==> src/rtl/carpark_pkg.sv <==
`default_nettype none
// ============================================================================
// Module      : carpark_pkg
// Description : Shared types and constants for the car-park exit controller.
// Revision    : 1.0 - initial release
// ============================================================================
package carpark_pkg;

    // Exit controller FSM states (S_LOCK only reachable with lockout enabled)
    typedef enum logic [2:0] {
        S_IDLE   = 3'd0,
        S_CHECK  = 3'd1,
        S_SEARCH = 3'd2,
        S_OPEN   = 3'd3,
        S_DONE   = 3'd4,
        S_ERR    = 3'd5,
        S_LOCK   = 3'd6
    } state_t;

    // Error codes reported on exit_err
    localparam logic [1:0] ERR_NONE     = 2'd0;
    localparam logic [1:0] ERR_PSWD     = 2'd1;
    localparam logic [1:0] ERR_NOTFOUND = 2'd2;
    localparam logic [1:0] ERR_LOCK     = 2'd3;

    localparam logic [3:0] DEFAULT_PASSWORD = 4'b1010;

    // Length of the lockout window after repeated bad passwords
    localparam int LOCK_CYCLES = 16;

    function automatic int max_int(input int a, input int b);
        return (a > b) ? a : b;
    endfunction

endpackage
`default_nettype wire

==> src/rtl/carpark_slot_table.sv <==
`default_nettype none
// ============================================================================
// Module      : carpark_slot_table
// Description : Slot occupancy table: vehicle-number array, valid bits,
//               lowest-free slot allocation, occupancy/full/empty and a
//               single-slot read/clear port used by the exit search.
// Revision    : 1.0 - initial release
// ============================================================================
module carpark_slot_table
    import carpark_pkg::*;
#(
    parameter  int N_SLOTS = 16,
    parameter  int VN_W    = 4,
    localparam int SLOT_W  = $clog2(N_SLOTS)
) (
    input  logic              clk,
    input  logic              rst_n,
    input  logic              wr_en,
    input  logic [VN_W-1:0]   wr_vn,
    input  logic [SLOT_W-1:0] rd_idx,
    output logic              rd_valid,
    output logic [VN_W-1:0]   rd_vn,
    input  logic              clr_en,
    input  logic [SLOT_W-1:0] clr_idx,
    output logic [SLOT_W:0]   occupancy,
    output logic              full,
    output logic              empty
);

    logic [N_SLOTS-1:0] valid;
    logic [VN_W-1:0]    vn_mem [N_SLOTS];
    logic [SLOT_W-1:0]  free_idx;
    logic               do_write;

    // Lowest-index invalid slot, taken from the pre-edge valid bits so a slot
    // being freed this cycle is never reused in the same cycle
    always_comb begin
        free_idx = '0;
        for (int i = N_SLOTS - 1; i >= 0; i--) begin
            if (!valid[i]) begin
                free_idx = SLOT_W'(i);
            end
        end
    end

    // Population count of the valid bits
    always_comb begin
        occupancy = '0;
        for (int i = 0; i < N_SLOTS; i++) begin
            occupancy = occupancy + (SLOT_W+1)'(valid[i]);
        end
    end

    assign full     = (occupancy == (SLOT_W+1)'(N_SLOTS));
    assign empty    = (occupancy == '0);
    assign do_write = wr_en && !full;
    assign rd_valid = valid[rd_idx];
    assign rd_vn    = vn_mem[rd_idx];

    // Valid bits: clear of the matched slot and allocation of a free slot
    always_ff @(posedge clk or negedge rst_n) begin
        if (!rst_n) begin
            valid <= '0;
        end else begin
            if (clr_en) begin
                valid[clr_idx] <= 1'b0;
            end
            if (do_write) begin
                valid[free_idx] <= 1'b1;
            end
        end
    end

    // Vehicle-number storage; contents are qualified by the valid bits
    always_ff @(posedge clk) begin
        if (do_write) begin
            vn_mem[free_idx] <= wr_vn;
        end
    end

endmodule
`default_nettype wire

==> src/rtl/carpark_exit.sv <==
`default_nettype none
// ============================================================================
// Module      : carpark_exit
// Description : Exit-side car-park controller. Checks the exit password,
//               searches the slot table one slot per cycle, frees the
//               matching slot and holds the exit gate open.
//               Optional macro CARPARK_EXIT_LOCKOUT_EN adds a lockout after
//               three consecutive bad passwords.
// Revision    : 1.0 - initial release
// ============================================================================
module carpark_exit
    import carpark_pkg::*;
#(
    parameter  int              N_SLOTS     = 16,
    parameter  int              VN_W        = 4,
    parameter  int              PW_W        = 4,
    parameter  logic [PW_W-1:0] PASSWORD    = PW_W'(DEFAULT_PASSWORD),
    parameter  int              GATE_CYCLES = 4,
    localparam int              SLOT_W      = $clog2(N_SLOTS)
) (
    input  logic              clk,
    input  logic              rst_n,
    input  logic              entry_valid,
    input  logic [VN_W-1:0]   entry_vn,
    output logic              entry_ready,
    input  logic              exit_req,
    input  logic [VN_W-1:0]   exit_vn,
    input  logic [PW_W-1:0]   exit_pswd,
    output logic              exit_gate,
    output logic [SLOT_W-1:0] exit_slot,
    output logic              exit_done,
    output logic [1:0]        exit_err,
    output logic              busy,
    output logic [SLOT_W:0]   occupancy,
    output logic              full,
    output logic              empty
);

    localparam int CNT_W = $clog2(max_int(GATE_CYCLES, LOCK_CYCLES) + 1);

    state_t            state, next_state;
    logic [VN_W-1:0]   vn_q;
    logic [PW_W-1:0]   pswd_q;
    logic [SLOT_W-1:0] idx;
    logic [CNT_W-1:0]  cnt;
    logic              rd_valid;
    logic [VN_W-1:0]   rd_vn;
    logic              hit;
    logic              pswd_bad;
    logic              last_idx;
    logic              lock_trip;

    carpark_slot_table #(
        .N_SLOTS (N_SLOTS),
        .VN_W    (VN_W)
    ) u_table (
        .clk       (clk),
        .rst_n     (rst_n),
        .wr_en     (entry_valid),
        .wr_vn     (entry_vn),
        .rd_idx    (idx),
        .rd_valid  (rd_valid),
        .rd_vn     (rd_vn),
        .clr_en    (hit),
        .clr_idx   (idx),
        .occupancy (occupancy),
        .full      (full),
        .empty     (empty)
    );

    assign entry_ready = !full;
    assign hit         = (state == S_SEARCH) && rd_valid && (rd_vn == vn_q);
    assign pswd_bad    = (pswd_q != PASSWORD);
    assign last_idx    = (idx == SLOT_W'(N_SLOTS - 1));

`ifdef CARPARK_EXIT_LOCKOUT_EN
    logic [1:0] bad_cnt;

    assign lock_trip = pswd_bad && (bad_cnt == 2'd2);

    // Consecutive bad-password counter; any successful match clears it
    always_ff @(posedge clk or negedge rst_n) begin
        if (!rst_n) begin
            bad_cnt <= 2'd0;
        end else if (state == S_CHECK && pswd_bad) begin
            bad_cnt <= lock_trip ? 2'd0 : bad_cnt + 2'd1;
        end else if (hit) begin
            bad_cnt <= 2'd0;
        end
    end
`else
    assign lock_trip = 1'b0;
`endif

    // State register
    always_ff @(posedge clk or negedge rst_n) begin
        if (!rst_n) begin
            state <= S_IDLE;
        end else begin
            state <= next_state;
        end
    end

    // Next-state logic
    always_comb begin
        next_state = state;
        case (state)
            S_IDLE:   if (exit_req) next_state = S_CHECK;
            S_CHECK: begin
                if (pswd_bad)   next_state = lock_trip ? S_LOCK : S_ERR;
                else if (empty) next_state = S_ERR;
                else            next_state = S_SEARCH;
            end
            S_SEARCH: begin
                if (hit)           next_state = S_OPEN;
                else if (last_idx) next_state = S_ERR;
            end
            S_OPEN:   if (cnt == CNT_W'(1)) next_state = S_DONE;
            S_DONE:   next_state = S_IDLE;
            S_ERR:    next_state = S_IDLE;
            S_LOCK:   if (cnt == CNT_W'(1)) next_state = S_IDLE;
            default:  next_state = S_IDLE;
        endcase
    end

    // Moore outputs decoded from the state
    always_comb begin
        exit_gate = (state == S_OPEN);
        busy      = (state != S_IDLE);
        exit_done = (state == S_DONE) || (state == S_ERR) ||
                    ((state == S_LOCK) && (cnt == CNT_W'(1)));
    end

    // Request latches, search index, gate/lock timer and result registers;
    // exit_err is written on entry to ERR/LOCK so it is valid with exit_done
    always_ff @(posedge clk or negedge rst_n) begin
        if (!rst_n) begin
            vn_q      <= '0;
            pswd_q    <= '0;
            idx       <= '0;
            cnt       <= '0;
            exit_err  <= ERR_NONE;
            exit_slot <= '0;
        end else begin
            case (state)
                S_IDLE: begin
                    if (exit_req) begin
                        vn_q     <= exit_vn;
                        pswd_q   <= exit_pswd;
                        exit_err <= ERR_NONE;
                    end
                end
                S_CHECK: begin
                    idx <= '0;
                    cnt <= CNT_W'(LOCK_CYCLES);
                    if (pswd_bad)   exit_err <= lock_trip ? ERR_LOCK : ERR_PSWD;
                    else if (empty) exit_err <= ERR_NOTFOUND;
                end
                S_SEARCH: begin
                    if (hit) begin
                        exit_slot <= idx;
                        cnt       <= CNT_W'(GATE_CYCLES);
                    end else if (last_idx) begin
                        exit_err  <= ERR_NOTFOUND;
                    end else begin
                        idx       <= idx + SLOT_W'(1);
                    end
                end
                S_OPEN, S_LOCK: cnt <= cnt - CNT_W'(1);
                default: ;
            endcase
        end
    end

endmodule
`default_nettype wire
==> config.mk <==
export PLATFORM = sky130hd
export DESIGN_NAME = carpark_exit
export DESIGN_NICKNAME = d
export VERILOG_FILES = /design/src/rtl/carpark_pkg.sv /design/src/rtl/carpark_slot_table.sv /design/src/rtl/carpark_exit.sv
export SDC_FILE = /design/constraint.sdc
export NUM_CORES = 1
export LEC_CHECK = 0
export ABC_CLOCK_PERIOD_IN_PS = 5300
export CAP_MARGIN = 20
export CELL_PAD_IN_SITES_DETAIL_PLACEMENT = 1
export CELL_PAD_IN_SITES_GLOBAL_PLACEMENT = 2
export CORE_ASPECT_RATIO = 1.4
export CORE_MARGIN = 10
export CORE_UTILIZATION = 38
export CTS_CLUSTER_SIZE = 12
export DETAILED_ROUTE_END_ITERATION = 16
export GPL_ROUTABILITY_DRIVEN = 0
export GPL_TIMING_DRIVEN = 0
export PLACE_DENSITY = 0.75
export SKIP_LAST_GASP = 1
export SLEW_MARGIN = 25
export SYNTH_ARGS = -nofsm -noshare
export SYNTH_HDL_FRONTEND = slang
export SYNTH_SLANG_ARGS = --single-unit
==> constraint.sdc <==
create_clock -name clk -period 5.3 [get_ports clk]
set_input_delay 1.06 -clock clk [delete_from_list [all_inputs] [get_ports clk]]
set_output_delay 1.06 -clock clk [all_outputs]
set_load 0.05 [all_outputs]
## Word-level counts from Yosys, hierarchy flattened

Memory sizes are Yosys's and may differ from the RTL's.
Cells that the tools add are included.

- Flip-flop bits (word level): 42
- Bits in latches: 0
- RAM bits: 64
- ROM bits: 0
- Input port bits: 16
- Logic and storage cells: 120
- Memories: 1

- $add $sub $neg: 17
- $mul: 0
- Div/mod/pow operators: 0
- Order comparisons: 4
- Eq/ne operators: 20
- Shifts and indexed selects: 0
- Mux-type cells: 45
- Bitwise gates (word level): 3
- Reductions and logical operators: 22

Memory list:

| memory | depth | width | read ports | clocked after Yosys merged registers in | write ports | line | text |
|---|---|---|---|---|---|---|---|
| u_table.vn_mem | 16 | 4 | 1 | 0 | 1 | carpark_slot_table.sv:31 | `logic [VN_W-1:0] vn_mem [N_SLOTS];` |

Operators with widths:

| kind | count |
|---|---|
| $mux W4 | 18 |
| $add A5 B1 Y5 | 14 |
| $mux W16 | 2 |
| $mux W3 | 7 |
| $and A16 B16 Y16 | 1 |
| $not A16 Y16 | 1 |
| $or A16 B16 Y16 | 1 |
| $pmux W3 S5 | 1 |
| $pmux W5 S3 | 1 |
| $ne A2 B2 Y1 const B | 6 |
| $lt A4 B5 Y1 const B | 2 |
| $mux W2 | 5 |
| $eq A3 B3 Y1 const B | 3 |
| $reduce_bool A3 Y1 | 3 |
| $demux W1 S4 | 2 |
| $ge A4 B1 Y1 const B | 2 |
| $pmux W4 S2 | 1 |
| $eq A3 B2 Y1 const B | 2 |
| $logic_and A1 B1 Y1 | 6 |
| $ne A3 B3 Y1 const B | 2 |
| $pmux W2 S3 | 1 |
| $reduce_and A2 Y1 | 3 |
| $eq A5 B1 Y1 const B | 1 |
| $eq A5 B5 Y1 const B | 1 |
| 20 further kinds | 25 |

## Depth between registers and ports, before layout

Gate-level depths: netlist (run 1).

- Depth after elaboration: 22
- Gate-level depth with buffers: 18
- Depth with buffers taken out: 18

## By module

Synthesis (run 1) repeated with hierarchy kept, for this count alone.

- Cell total of the unflattened synthesis: 396
- Area total of the unflattened synthesis: 5245.0 um^2

Modules (own cells, without submodules):

| module | instances | cells each | area an instance (um^2) | sequential area each (um^2) |
|---|---|---|---|---|
| carpark_slot_table | 1 | 251 | 3837.4 | 2322.2 |
| carpark_exit | 1 | 145 | 1407.6 | 650.6 |

## Worst setup path after synthesis (run 1)

Ideal clock, no wire load.

- Kind: reg2out
- Start: register u_table.valid[1]
- End: output full
- Arrival time: 5447 ps
- Required time: 4240 ps
- Path slack: -1207 ps
- Cell stages (with the launch flop): 16
- Cells stage by stage: dfrtp_1 ha_1 inv_1 fa_1 inv_1 fa_1 fa_1 inv_1 fa_1 fa_1 inv_1 fa_1 a21oi_1 nor2b_1 o211ai_1 inv_1

- Word-level cells in the longest chain between the ends: 16

RTL lines:

| element | line | text |
|---|---|---|
| from (decl) | carpark_slot_table.sv:30 | `logic [N_SLOTS-1:0] valid;` |
| from (signal assigned) | carpark_slot_table.sv:63 | `valid <= '0;` |
| from (signal, indexed assignment) | carpark_slot_table.sv:66 | `valid[clr_idx] <= 1'b0;` |
| from (signal, indexed assignment) | carpark_slot_table.sv:69 | `valid[free_idx] <= 1'b1;` |
| $add A1 B1 Y2 | carpark_slot_table.sv:50 | `occupancy = occupancy + (SLOT_W+1)'(valid[i]);` |
| $add A5 B1 Y5 (14 in a row) | carpark_slot_table.sv:50 |  |
| via occupancy[4] | carpark_exit.sv:34 | `output logic [SLOT_W:0] occupancy,` |
| $eq A5 B5 Y1 | carpark_slot_table.sv:54 | `assign full = (occupancy == (SLOT_W+1)'(N_SLOTS));` |
| to (decl) | carpark_exit.sv:35 | `output logic full,` |

The timed path passes the listed nets, and every way through them passes these cells.

## Final worst setup path (run 1)

- Start: register u_table.valid[0]
- End: output full

- Word-level cells in the longest chain between the ends: 16

RTL lines:

| element | line |
|---|---|
| $add A1 B1 Y2 | carpark_slot_table.sv:50 |
| $add A5 B1 Y5 (14 in a row) | carpark_slot_table.sv:50 |
| $eq A5 B5 Y1 | carpark_slot_table.sv:54 |

No other way between the ends.

==> results of run 1 <==
[layout by cell type (no fill, tap or decap), types with 8 or more instances in the layout]
cell type / count
nand4_1: 8
buf_4: 16
inv_1: 30
mux2i_1: 8
fa_1: 8
and3_1: 9
nand3_1: 17
clkbuf_1: 9
nor2_1: 18
a21o_1: 12
mux2_2: 13
clkbuf_16: 9
clkdlybuf4s50_1: 23
dfrtp_1: 40
o21ai_0: 16
nand2_1: 24
edfxtp_1: 64
mux4_2: 11
ha_1: 10
[flip-flops by register name, indices dropped and copies added (netlist names)]
signal,cells
state,3
pswd_q,4
vn_q,4
cnt,5
u_table.valid,16
u_table.vn_mem,64
exit_err,2
exit_slot,4
idx,4
[routing by layer]
layer  GRT usage  part of all wire  vias up
li1            -                 -     1763
met1      0.1848              0.39     2011
met2      0.2948              0.54       77
met3     0.02741             0.030       28
met4     0.07228             0.031        0
met5           0                 0        -
[layout make-up]
class / instances / area [µm²]
buffer: 18 / 112.6
clock buffer: 9 / 225.2
clock inverter: 7 / 53.80
fill: 1475 / 7649
inverter: 38 / 142.6
multi-input combinational: 279 / 2481
sequential: 106 / 2975
tap: 189 / 236.5
timing repair buffer: 46 / 437.9
[worst max-delay path, delay by kind of cell, from the launching register on]
kind	cells	cell delay, ps
XOR/XNOR	1	180
AND/OR/NAND/NOR	1	210
buffers and inverters	6	440
adder cells (fa/ha/maj)	7	2820
AO/OA/AOI/OAI	1	230
flip-flops	1	460
[logic make-up (layout without fill, tap and decap cells)]
logic type	count (synthesis)	in the layout	synth area share
adder cells (fa/ha/maj)	21	21	0.06140
AND/OR/NAND/NOR	135	135	0.1305
buffers and inverters	56	118	0.04639
AO/OA/AOI/OAI	84	84	0.1080
flip-flops	106	106	0.5404
XOR/XNOR	2	2	0.003185
multiplexers	37	37	0.1101
[metrics by stage]
step | worst slack, ps | cell area [µm²] | hold slack [ps] | TNS (ps) | utilization
2_1_floorplan | -504.2 | 5612 | 485.5 | -11690 | -
3_3_place_gp | -977.4 | 6168 | 494.5 | -5975 | 0.4309
3_5_place_dp | -993.4 | 6183 | 494.5 | -9177 | 0.4320
5_1_grt | -602.1 | 6665 | 522.9 | -7941 | 0.4656
6_report | -454.8 | 6665 | 510.2 | -1779 | 0.4656
4_1_cts | -510.3 | 6593 | 510.3 | -2307 | 0.4606
[path summary, 6_finish.rpt]
kind	from	endpoint	slack [ps]	cells past startpoint
setup reg to reg	u_table.valid[0]$_DFF_PN0_	u_table.vn_mem[15][2]$_DFFE_PP_	-20	20
hold reg to reg	exit_err[0]$_DFFE_PN0P_	exit_err[0]$_DFFE_PN0P_	510	1
max in group asynchronous	rst_n	u_table.valid[1]$_DFF_PN0_	4180	2
setup / recovery	u_table.valid[0]$_DFF_PN0_	full	-450	16
min in group asynchronous	rst_n	exit_slot[2]$_DFFE_PN0P_	610	1
hold / removal	exit_err[0]$_DFFE_PN0P_	exit_err[0]$_DFFE_PN0P_	510	1
[what timing repair did]
item	in CTS	in global routing
hold buffers	0	0
buffers inserted	7	6
resized for setup	62	8
endpoints found under the setup margin	49	57
pin swaps	9	6
==> results.cfg, run 1 <==
[placed_design]
portBuffers = 32
post-place-cells = 663
dp_hpwl_um = 11320

[grt]
antenna_found_initial = 0
grt_max_degree = 29
grt.total_usage = 0.1640
grt_pass1_vias = 4184
grt-ovfl-total = 0
grt_pass1_wl_um = 24730

[sta]
fin_ws_ps = -454.8
skew_ps = 6.175
grt_setup_unrepaired = yes
fin_crit_sh = 1.086
max_freq_mhz = 173.8
final-hold-violation-count = 0
worst_pin_slew_ps = 791.5
fin_crit_ps = 5755
slew_violations = 0
setup_viol = 10
slew_headroom = 0.4723

[critical_path]
slowest_delay_ps = 530
endpoint_kind = primary output
crit_chain = ha_4, inv_2, fa_1, inv_1, fa_1, fa_1, inv_2, fa_1, fa_2, inv_2, fa_2, xor2_4, nor3_4, o211ai_1, inv_2, buf_8
required_ps = 4240
cp_max_fo = 4
critPathLaunchType = register
crit_slowest_cell = fa_1
critPathKind = register to primary output
worstPathArrival_ps = 4690

[clock_tree]
cts_made_buffers = 9
cts_tree = yes
clk_path_buf_depth = 2
htreeDepth = 3
clock-root-buffer = clkbuf_16
clk_latency_ps = 360
cts_sinks = 106
clk_pin_slew_ps = 70

[die]
ioPinCount = 33
die_h_um = 162.4
rows = 52
die_w_um = 121.7
initial_core_util = 0.3844
core_um2 = 14310
die_area_um2 = 19760

[drt]
drt-initial-drc-count = 173
via_per_inst = 5.605
ant_nets = 0
wl_per_cell_um = 22.40
via_count = 3879
wl_um = 15500
drcViolationCount = 0
dr.pass1.iters = 4

[yosys]
syn_avg_cell_area_um2 = 12.48
yosysMostFrequentCell = edfxtp_1
synth.largest_area_cell = edfxtp_1
ys_seq_elements = 106
yosys_warnings = 0
async_flop_share = 0.3962
syn_area_um2 = 5502
seq_area_frac_synth = 0.5404
netlist_instances = 441
synth_edf_count = 64
synth_top_area_frac = 0.3493
yosys-top-cells-count = 64 x edfxtp_1, 42 x dfrtp_1, 36 x inv_1
synth_area_leaders = edfxtp_1 35%, dfrtp_1 19%, mux4_2 4.5%
synth_cell_types = 59
synth_ff_type = edfxtp_1
syn_nets = 478

[cells_and_area]
drive_above_1_share = 0.2286
num-nets-final = 535
diodes = 0
stdcell_count = 692
area_growth_pct = 21.15

[flow_run]
cap_violations = 0

[worst_hold_path]
hold_class = register to register

[status]
status = finished, violations left
violations = negative setup slack
Power of run 1 is not shown: default switching activity piles up to over one toggle a cycle in this logic, so the estimate is an artifact.
==> inputs of run 2 (changes only) <==
--- a/config.mk
+++ b/config.mk
@@ -16,7 +16,7 @@
 export DETAILED_ROUTE_END_ITERATION = 16
 export GPL_ROUTABILITY_DRIVEN = 0
 export GPL_TIMING_DRIVEN = 0
-export PLACE_DENSITY = 0.75
+export PLACE_DENSITY = 0.82
 export SKIP_LAST_GASP = 1
 export SLEW_MARGIN = 25
 export SYNTH_ARGS = -nofsm -noshare
==> run 2 against run 1 <==
The flow still finishes with violations (negative setup slack). Routed wire length shrank 0.91%. Clock skew grew 5.4 ps. Sequential cell count is the same. Die area is the same. Fmax grew 1.4%. Setup slack gained 77 ps.
==> results.cfg, run 2 (synthesized netlist as in run 1, its figures left out) <==
[placed_design]
portBuffers = 32
post-place-ws_ps = -971.4
dp_hpwl_um = 11480
placed_cell_area_um2 = 6191

[sta]
skew_ps = 11.62
fin_crit_ps = 5677
slew_headroom = 0.4899
grt_setup_unrepaired = yes
fin_setup_tns_ps = -1198
fin_crit_sh = 1.071
final-hold-violation-count = 0
worst_pin_slew_ps = 765.1
max_freq_mhz = 176.1
slew_violations = 0
setup_viol = 4
fin_ws_ps = -377.5

[critical_path]
critPathKind = register to primary output
endpoint_kind = primary output
critPathLaunchType = register
required_ps = 4240
slowest_delay_ps = 510
crit_chain = ha_4, inv_2, fa_1, inv_2, fa_2, fa_1, inv_1, fa_1, fa_2, inv_2, fa_2, xor2_4, nor3_4, o211ai_1, buf_4
worstPathArrival_ps = 4620
cp_max_fo = 3
crit_slowest_cell = fa_1
cp_top_family = adder cells
critPathBufInv = 5

[die]
die_w_um = 121.7
initial_core_util = 0.3844
ioPinCount = 33
die_area_um2 = 19760
rows = 52
die_h_um = 162.4
core_um2 = 14310

[cells_and_area]
largest_register = u_table.vn_mem
num-nets-final = 533
drive_above_1_share = 0.2295
diodes = 0
layout.cells.most_common = edfxtp_1
largest_reg_flops = 64
area_growth_pct = 21.70
fillers = 1497
design_area_um2 = 6695
mostFrequentLayoutCells = 64 x edfxtp_1, 40 x dfrtp_1, 30 x inv_1, 24 x nand2_1, 23 x clkdlybuf4s50_1
reg_top3 = u_table.vn_mem: 64 flops, u_table.valid: 16 flops, cnt: 5 flops

[clock_tree]
htreeDepth = 3
clk_latency_ps = 350
clk_pin_slew_ps = 70
cts_tree = yes
cts_sinks = 106
cts_made_buffers = 9
clk_path_buf_depth = 2
clock-root-buffer = clkbuf_16

[grt]
antenna_found_initial = 0
grt-ovfl-total = 0
grt_max_degree = 23
grt_pass1_vias = 4199
grt_pass1_wl_um = 24380
grt.total_usage = 0.1605

[worst_hold_path]
hold_class = register to register

[drt]
drcViolationCount = 0
wl_um = 15360
dr.pass1.iters = 4
wl_per_cell_um = 22.26
via_count = 3857
ant_nets = 0
via_per_inst = 5.590
drt-initial-drc-count = 212

[status]
status = finished, violations left
violations = negative setup slack

[flow_run]
cap_violations = 0
run 2: repair_timing:
action	in CTS	in global routing
endpoints found under the setup margin	37	44
resized for setup	55	23
hold endpoints to repair	0	0
setup buffers	6	5
hold buffers	0	0
pin swaps	6	6
gates cloned	0	0
run 2: layout make-up:
type	count	area, µm²	share of cell area
sequential	106	2975	0.4444
multi-input combinational	279	2507	0.3745
timing repair buffer	44	429.2	0.06410
tap	189	236.5	0.03532
clock buffer	9	225.2	0.03364
inverter	38	142.6	0.02130
buffer	18	112.6	0.01682
clock inverter	7	66.31	0.009905
run 2: final timing paths:
kind                                            startpoint                               to  slack, ps  cells past startpoint
worst max-delay path            u_table.valid[1]$_DFF_PN0_                      entry_ready       -380                     15
worst min-delay path               exit_err[0]$_DFFE_PN0P_          exit_err[0]$_DFFE_PN0P_        510                      1
worst max register to register  u_table.valid[1]$_DFF_PN0_  u_table.vn_mem[14][0]$_DFFE_PP_        190                     19
worst min register to register     exit_err[0]$_DFFE_PN0P_          exit_err[0]$_DFFE_PN0P_        510                      1
max in group asynchronous                            rst_n          exit_err[0]$_DFFE_PN0P_       4080                      2
min in group asynchronous                            rst_n               cnt[4]$_DFFE_PN0P_        700                      1
run 2: routing by layer:
| layer | global-route usage | vias to the layer above | wire [µm] |
|---|---|---|---|
| li1 | - | 1755 | - |
| met1 | 0.1782 | 1996 | 6027 |
| met2 | 0.2958 | 79 | 8503 |
| met3 | 0.02255 | 27 | 406 |
| met4 | 0.06739 | 0 | 419 |
| met5 | 0 | - | 0 |
run 2: per-stage QoR:
| stage | hold WS [ps] | std cells | utilization |
|---|---|---|---|
| floorplan | 485.5 | 441 | - |
| global placement | 487.4 | 662 | 0.4309 |
| detailed placement | 493.7 | 663 | 0.4325 |
| CTS | 509.0 | 685 | 0.4593 |
| global route | 546.4 | 690 | 0.4677 |
| finish | 508.1 | 690 | 0.4677 |
Power of run 2 is left out for the same reason.
